File: config.mk
export PLATFORM = sky130hd
export DESIGN_NAME = rbcp_reg_responder_flat
export DESIGN_NICKNAME = d
export VERILOG_FILES = /design/src/rtl/rbcp_reg_responder_if.sv /design/src/rtl/rbcp_reg_responder.sv /design/src/flat_wrapper.sv
export SDC_FILE = /design/constraint.sdc
export NUM_CORES = 1
export LEC_CHECK = 0
export CORE_AREA = 2 2 143 145
export CTS_BUF_LIST = sky130_fd_sc_hd__clkbuf_2 sky130_fd_sc_hd__clkbuf_4 sky130_fd_sc_hd__clkbuf_8
export DETAILED_ROUTE_END_ITERATION = 12
export DIE_AREA = 0 0 145 147
export GPL_TIMING_DRIVEN = 1
export PLACE_DENSITY = 0.82
export SYNTH_ARGS = -nofsm -noshare
export SYNTH_HDL_FRONTEND = slang
export SYNTH_SLANG_ARGS = --single-unit
File: constraint.sdc
create_clock -name CLK -period 2.9 [get_ports CLK]
set_input_delay 0.435 -clock CLK [delete_from_list [all_inputs] [get_ports CLK]]
set_output_delay 0.435 -clock CLK [all_outputs]
set_load 0.03 [all_outputs]
File: src/rtl/rbcp_reg_responder_if.sv
// RBCP local-bus signal bundle between an RBCP initiator and a register responder.
// The initiator drives the strobes, address and write data; the responder answers with ACK and read data.
interface rbcp_reg_responder_if;
   logic        LOC_ACT;
   logic [31:0] LOC_ADDR;
   logic [7:0]  LOC_WD;
   logic        LOC_WE;
   logic        LOC_RE;
   logic        LOC_ACK;
   logic [7:0]  LOC_RD;

   modport master (
      output LOC_ACT, LOC_ADDR, LOC_WD, LOC_WE, LOC_RE,
      input  LOC_ACK, LOC_RD
   );

   modport slave (
      input  LOC_ACT, LOC_ADDR, LOC_WD, LOC_WE, LOC_RE,
      output LOC_ACK, LOC_RD
   );
endinterface

File: src/rtl/rbcp_reg_responder.sv
// RBCP register responder: NUM_REGS read/write byte registers followed by NUM_REGS read-only
// status bytes, acknowledged a fixed ACK_LATENCY cycles after each accepted strobe.
module rbcp_reg_responder #(
   parameter logic [31:0] BASE_ADDR   = 32'hFFFF_0000,
   parameter int          NUM_REGS    = 16,
   parameter int          ACK_LATENCY = 2,
   parameter logic [7:0]  REG_DEFAULT = 8'h00
) (
   input  logic                    CLK,
   input  logic                    RSTn,
   rbcp_reg_responder_if.slave     loc,
   input  logic [8*NUM_REGS-1:0]   STATUS_IN,
   output logic [8*NUM_REGS-1:0]   REG_OUT,
   output logic [NUM_REGS-1:0]     REG_WR
);

   typedef enum logic [1:0] {IDLE, WAIT, ACK} state_t;

   state_t      state, next_state;
   logic [3:0]  cnt;
   logic [7:0]  lat_offset;
   logic [7:0]  lat_wd;
   logic        lat_we;
   logic [7:0]  regs [NUM_REGS];
   logic [7:0]  rd_sel;
   logic [31:0] offset;
   logic        mapped;
   logic        accept;

   // Addresses below BASE_ADDR wrap to huge offsets and therefore fall outside the map.
   assign offset = loc.LOC_ADDR - BASE_ADDR;
   assign mapped = offset < 32'(2 * NUM_REGS);
   assign accept = (state == IDLE) && loc.LOC_ACT && (loc.LOC_WE || loc.LOC_RE) && mapped;

   always_ff @(posedge CLK or negedge RSTn) begin
      if (!RSTn) state <= IDLE;
      else       state <= next_state;
   end

   always_comb begin
      next_state = state;
      case (state)
         IDLE: if (accept) next_state = (ACK_LATENCY == 1) ? ACK : WAIT;
         WAIT: begin
            // Losing LOC_ACT mid-wait aborts the transaction before it can commit.
            if (!loc.LOC_ACT)                          next_state = IDLE;
            else if (cnt == 4'(ACK_LATENCY - 2))       next_state = ACK;
         end
         ACK:     next_state = IDLE;
         default: next_state = IDLE;
      endcase
   end

   always_ff @(posedge CLK or negedge RSTn) begin
      if (!RSTn) begin
         cnt        <= 4'd0;
         lat_offset <= 8'h00;
         lat_wd     <= 8'h00;
         lat_we     <= 1'b0;
      end else begin
         if (accept) begin
            lat_offset <= offset[7:0];
            lat_wd     <= loc.LOC_WD;
            lat_we     <= loc.LOC_WE;
         end
         if (state == WAIT) cnt <= cnt + 4'd1;
         else               cnt <= 4'd0;
      end
   end

   always_ff @(posedge CLK or negedge RSTn) begin
      if (!RSTn) begin
         for (int k = 0; k < NUM_REGS; k++) regs[k] <= REG_DEFAULT;
      end else if (state == ACK && lat_we) begin
         for (int k = 0; k < NUM_REGS; k++)
            if (lat_offset == 8'(k)) regs[k] <= lat_wd;
      end
   end

   // A combined WE+RE strobe was latched as a write, so read data stays zero for it.
   always_comb begin
      rd_sel  = 8'h00;
      REG_OUT = '0;
      REG_WR  = '0;
      for (int k = 0; k < NUM_REGS; k++) begin
         if (lat_offset == 8'(k))            rd_sel = regs[k];
         if (lat_offset == 8'(NUM_REGS + k)) rd_sel = STATUS_IN[8*k +: 8];
         REG_OUT[8*k +: 8] = regs[k];
         REG_WR[k] = (state == ACK) && lat_we && (lat_offset == 8'(k));
      end
      loc.LOC_ACK = (state == ACK);
      loc.LOC_RD  = (state == ACK && !lat_we) ? rd_sel : 8'h00;
   end

endmodule

File: src/flat_wrapper.sv
// flat-port wrapper written by rule: the top's interface ports become plain ports
module rbcp_reg_responder_flat 
#(
   parameter logic [31:0] BASE_ADDR   = 32'hFFFF_0000,
   parameter int          NUM_REGS    = 16,
   parameter int          ACK_LATENCY = 2,
   parameter logic [7:0]  REG_DEFAULT = 8'h00
)
  (CLK, RSTn, STATUS_IN, REG_OUT, REG_WR, loc_LOC_ACT, loc_LOC_ADDR, loc_LOC_WD, loc_LOC_WE, loc_LOC_RE, loc_LOC_ACK, loc_LOC_RD);
  rbcp_reg_responder_if loc_i ();
  input  logic CLK;
  input  logic RSTn;
  input  logic [8*NUM_REGS-1:0] STATUS_IN;
  output logic [8*NUM_REGS-1:0] REG_OUT;
  output logic [NUM_REGS-1:0] REG_WR;
  input wire logic [$bits(loc_i.LOC_ACT)-1:0] loc_LOC_ACT;
  input wire logic [$bits(loc_i.LOC_ADDR)-1:0] loc_LOC_ADDR;
  input wire logic [$bits(loc_i.LOC_WD)-1:0] loc_LOC_WD;
  input wire logic [$bits(loc_i.LOC_WE)-1:0] loc_LOC_WE;
  input wire logic [$bits(loc_i.LOC_RE)-1:0] loc_LOC_RE;
  output wire logic [$bits(loc_i.LOC_ACK)-1:0] loc_LOC_ACK;
  output wire logic [$bits(loc_i.LOC_RD)-1:0] loc_LOC_RD;
  assign loc_i.LOC_ACT = loc_LOC_ACT;
  assign loc_i.LOC_ADDR = loc_LOC_ADDR;
  assign loc_i.LOC_WD = loc_LOC_WD;
  assign loc_i.LOC_WE = loc_LOC_WE;
  assign loc_i.LOC_RE = loc_LOC_RE;
  assign loc_LOC_ACK = loc_i.LOC_ACK;
  assign loc_LOC_RD = loc_i.LOC_RD;
  rbcp_reg_responder #(.BASE_ADDR(BASE_ADDR), .NUM_REGS(NUM_REGS), .ACK_LATENCY(ACK_LATENCY), .REG_DEFAULT(REG_DEFAULT)) u_core (.CLK(CLK), .RSTn(RSTn), .loc(loc_i), .STATUS_IN(STATUS_IN), .REG_OUT(REG_OUT), .REG_WR(REG_WR));
endmodule
# Word level (Yosys, flattened, before mapping)
# Cells that the tools add are included.
# classes
eq_ne,35
n_lt_le_gt_ge,1
mux,38
n_reduce_logical,43
n_addsub,2
# ops
cell,count
8-bit 2-to-1 mux,33
"8-bit by 5-bit == test with 1-bit output, second input constant",16
"8-bit by 4-bit == test with 1-bit output, second input constant",8
2-bit AND reduction,17
"8-bit by 3-bit == test with 1-bit output, second input constant",4
"32-bit by 6-bit less-than comparator with 1-bit output, second input constant",1
"32-bit subtractor, second input constant",1
1-bit logical AND,21
"8-bit by 2-bit == test with 1-bit output, second input constant",2
"8-bit by 1-bit == test with 1-bit output, second input constant",1
8-bit logical NOT,1
2-bit 2-to-1 mux,3
"4-bit by 1-bit adder with 4-bit output, second input constant",1
4-bit logical NOT,1
4-bit 2-to-1 mux,1
2-bit one-hot mux with 2 select lines,1
"3-bit by 2-bit != test with 1-bit output, second input constant",1
"2-bit by 1-bit == test with 1-bit output, second input constant",1
"2-bit == test, second input constant",1
2-bit logical NOT,1
"2-bit by 1-bit != test with 1-bit output, second input constant",1
1-bit logical NOT,1
1-bit logical OR,1
# word_totals
input_bits,173
out_inout_bits,153
wordCells,140
regBits,151

# Logic depth before layout (Yosys ltp)
# depth
ltp_word,34
mapped_depth,11
ltp_nobuf,7

# Least setup slack after synthesis
# OpenSTA, ideal clock, no wires.
# synth_timing
path_type,flip-flop to output port
from,register u_core.lat_offset[7]
to,output port loc_LOC_RD[5]
n_path_buf,3
slack_ps,-160
path_stages_with_launch,11
t_required_ps,2465
arrival_time_ps,2625
cell_sequence,dfrtp_1 > buf_6 > or4b_1 > buf_2 > nor2_2 > buf_2 > and3_1 > a21oi_1 > a31oi_1 > nand2_1 > o21ai_0
# synth_between
elab_chain_cells,34
word_cells_on_any_way,65
cone_classes,eq/ne (31); mux (33); reduce/logical (1)
# synth_rtl
element,line_no,text
from (decl),rbcp_reg_responder.sv:21,logic [7:0] lat_offset;
from (signal assigned),rbcp_reg_responder.sv:62,lat_offset <= offset[7:0];
8-bit logical NOT,rbcp_reg_responder.sv:86,if (lat_offset == 8'(k)) rd_sel = regs[k];
8-bit 2-to-1 mux,rbcp_reg_responder.sv:86,
8-bit 2-to-1 mux,rbcp_reg_responder.sv:87,if (lat_offset == 8'(NUM_REGS + k)) rd_sel = STATUS_IN[8*k +: 8];
8-bit 2-to-1 mux,rbcp_reg_responder.sv:86,
8-bit 2-to-1 mux,rbcp_reg_responder.sv:87,
8-bit 2-to-1 mux,rbcp_reg_responder.sv:86,
8-bit 2-to-1 mux,rbcp_reg_responder.sv:87,
8-bit 2-to-1 mux,rbcp_reg_responder.sv:86,
[... 18 more ...],--,
8-bit 2-to-1 mux,rbcp_reg_responder.sv:87,
8-bit 2-to-1 mux,rbcp_reg_responder.sv:86,
8-bit 2-to-1 mux,rbcp_reg_responder.sv:87,
8-bit 2-to-1 mux,rbcp_reg_responder.sv:86,
8-bit 2-to-1 mux,rbcp_reg_responder.sv:87,
8-bit 2-to-1 mux,rbcp_reg_responder.sv:86,
8-bit 2-to-1 mux *,rbcp_reg_responder.sv:87,
8-bit 2-to-1 mux *,rbcp_reg_responder.sv:92,loc.LOC_RD = (state == ACK && !lat_we) ? rd_sel : 8'h00;
to (decl),flat_wrapper.sv:22,output wire logic [$bits(loc_i.LOC_RD)-1:0] loc_LOC_RD;
# Every way passes the cells marked *; elsewhere a longest branch is shown, timed or not.

# Worst setup path in the final report
# layout_timing
from,register u_core.lat_offset[6]
to,output port loc_LOC_RD[3]
# The elaborated chain is that of the path after synthesis.

==> results <==
kinds of logic after synthesis:
group	Yosys count	share of synthesized area
AO/OA/AOI/OAI	252	0.192
multiplexers	166	0.203
AND/OR/NAND/NOR	260	0.148
buffers and inverters	82	0.0383
adder cells (fa/ha/maj)	2	0.00274
flip-flops	151	0.413
XOR/XNOR	2	0.00192
state kept, by name, summed over array words and instances (netlist names):
signal and flops:
u_core.lat_we 1, u_core.lat_offset 8, u_core.cnt 4, u_core.state 2, u_core.REG_OUT 128, u_core.lat_wd 8
placed cells by master, fill, tap and decap left out, drive strengths merged, types with 3 or more instances in the layout:
cell type	instances
a2111oi	6
a211oi	10
a21o	3
a21oi	40
a221o	5
a221oi	14
a222oi	4
a22o	6
a22oi	6
a2bb2oi	5
a31oi	11
a32oi	11
and2	7
and3	7
buf	242
clkbuf	17
clkdlybuf4s50	300
clkinv	8
dfrtp	151
inv	23
mux2	148
mux2i	17
nand2	75
nand2b	10
nand3	33
nand4	10
nor2	60
nor2b	12
nor3	21
nor4	7
o211ai	11
o21ai	53
o221ai	11
o22ai	20
o31ai	6
o32ai	4
or3	5
or4b	3
power groups by stage:
stage / Clock, W / Combinational (W) / Sequential (W)
2_1_floorplan: 0 / 0.00000967 / 0.00215
3_3_place_gp: 0 / 0.000332 / 0.00215
3_5_place_dp: 0 / 0.000329 / 0.00215
4_1_cts: 0.00169 / 0.000335 / 0.00210
5_1_grt: 0.00177 / 0.000355 / 0.00210
6_report: 0.00169 / 0.000339 / 0.00210
path summary, 6_finish.rpt:
kind	from	slack, ns	depth (start not counted)	to
worst max register to register	u_core.lat_offset[6]	0.18	10	u_core.REG_OUT[127]
worst min register to register	u_core.REG_OUT[25]	0.54	1	u_core.REG_OUT[25]
max in group asynchronous	RSTn	1.92	3	u_core.lat_offset[5]
min in group CLK	u_core.REG_OUT[25]	0.54	1	u_core.REG_OUT[25]
worst max-delay path	u_core.lat_offset[6]	-0.72	10	loc_LOC_RD[3]
worst min-delay path	RSTn	0.32	2	u_core.REG_OUT[47]
routing by layer:
layer | global-route usage | up-vias
li1 | - | 4505
met5 | 0 | -
met4 | 0.206 | 0
met2 | 0.706 | 918
met3 | 0.0901 | 204
met1 | 0.520 | 5204
worst reg2reg max path: stages, from the launching register on:
cell     delay, ns
dfrtp_2       0.47
buf_6         0.15
or4_4         0.58
nor2_4        0.13
buf_12        0.14
nand2_1       0.15
nor2_4        0.21
buf_4         0.16
buf_4         0.15
buf_4         0.14
mux2_2        0.33
metrics by stage:
stage          power [W]  hold slack [ns]  cells  setup slack, ns
2_1_floorplan    0.00216            0.139    915           0.0138
3_3_place_gp     0.00248            0.238   1624           -0.535
3_5_place_dp     0.00247            0.243   1624           -0.567
4_1_cts          0.00412            0.305   1678           -0.735
5_1_grt          0.00423            0.321   1695           -0.804
6_report         0.00413            0.323   1695           -0.722
what timing repair did:
action	CTS	global route
resized for setup	97	48
buffers inserted	24	18
pin swaps	46	36
endpoints found under the setup margin	16	21
endpoints found under the hold margin	6	0
hold buffers	1	0
gates cloned	1	0
area by class of cell:
type                            instances  share of cell area
Inverter                               17             0.00440
Timing Repair Buffer                  543               0.340
Tap cell                              270              0.0220
Multi-Input combinational cell        682               0.361
Sequential cell                       151               0.247
Clock inverter                         15              0.0115
Clock buffer                           17              0.0153
==> out/qor.yml <==
outcome: "complete, but fails checks"
violations: "setup timing"
pin_count: 326
ant_nets: 0
fin_crit_sh: 1.25
placed_area_um2: 14000
wl_met3_um: 4920
critPathBufInv: 3
grtUsageTotal: 0.421
cts_buffers: 17
crit_top_cell: "buf_6"
slew_violations: 0
antenna_found_initial: 0
cts_root_buffer: "clkbuf_8"
swShare: 0.278
start_kind: "register"
worstPathCellList: "buf_6 > or4_4 > nor2_4 > buf_6 > a22o_1 > a211oi_1 > a211oi_2 > o41ai_2 > a21oi_2 > buf_12"
areaGrowthSynthToFinish_pct: 67.7
yosysSeqAreaShare: 0.413
synth_warnings: 0
crit_slowest_cell: "or4_4"
highest_layer: "met4"
wl_met2_um: 21900
utilization: 0.773
syn_nets: 1090
max_cap_viol_count: 0
cpPeakStageDelay_ns: 0.58
p_seq_frac: 0.509
drt_iter0_drc: 1362
initial_core_util: 0.461
setup-violations-final: 11
ys_types: 75
route.detailed.drc: 0
clk_pin_slew_ns: 0.11
port_buffers: 325
drtPass1Iterations: 6
synthFlopType: "dfrtp_1"
slew_headroom: 0.287
clock_latency_ns: 0.48
dpl.hpwl_um: 34200
clockBufferDepth: 2
routed_wl_um: 46200
critPathKind: "register to primary output"
die_area_um2: 21300
synth-seq-cells: 151
h-tree-depth: 4
synth-edff-count: 0
syn_avg_cell_area_um2: 10.0
hold_violations: 0
ir_drop_mv: 0.239
grt_first_pass_wirelength_um: 67500
hold_path_class: "input port to asynchronous set/reset pin"
synth_top_area_cell: "dfrtp_1"
critical_path_arrival_ns: 3.19
grt_pass1_vias: 10900
setup_tns_ns: -5.20
required_ns: 2.47
vias: 10800
p_leak_nw: 6.73
skew_ns: 0.0183
synthCells: 915
wire_per_inst_um: 27.3
p_int_w: 0.00298
crit_fanout: 6
dieHeight_um: 147
core_area_um2: 19800
regArea_um2: 3780
m1WireLength_um: 17000
die_w_um: 145
nFillCells: 1330
fin_ws_ns: -0.722
antennaDiodeCount: 0
cp_top_family: "compound AO/OA/AOI/OAI gates"
cts_tree: "yes"
combPwrFrac: 0.082
final.min_clock_period_ns: 3.62
worst_pin_slew_ns: 1.07
synthTopCellsByArea: "dfrtp_1 41%, mux2_2 18%, nand2_1 3.1%"
synthTopCellsByCount: "151 x dfrtp_1, 148 x mux2_2, 75 x nand2_1, 55 x nor2_1, 53 x o21ai_0"
rsz0062_at_grt: "true"
power_switching_w: 0.00115
drive_gt1_frac: 0.366
multi_input_area_um2: 5530
fmax_mhz: 276
gp_congestion: 1.01
routed_via_density: 6.39
power_density_nw_per_um2: 269
postSynth.asyncResetShare: 1.00
synth_top_area_share: 0.413
endpoint_kind: "primary output"
final_net_count: 1587
synthMostInstantiatedCell: "dfrtp_1"
grt_overflow: 0
clkPwrFrac: 0.409
netlist_area_um2: 9150
cts.sinks: 151
fin_area_um2: 15300
rows: 52
grt_max_degree: 80
Note: power is estimated with default switching activity, not from simulation.
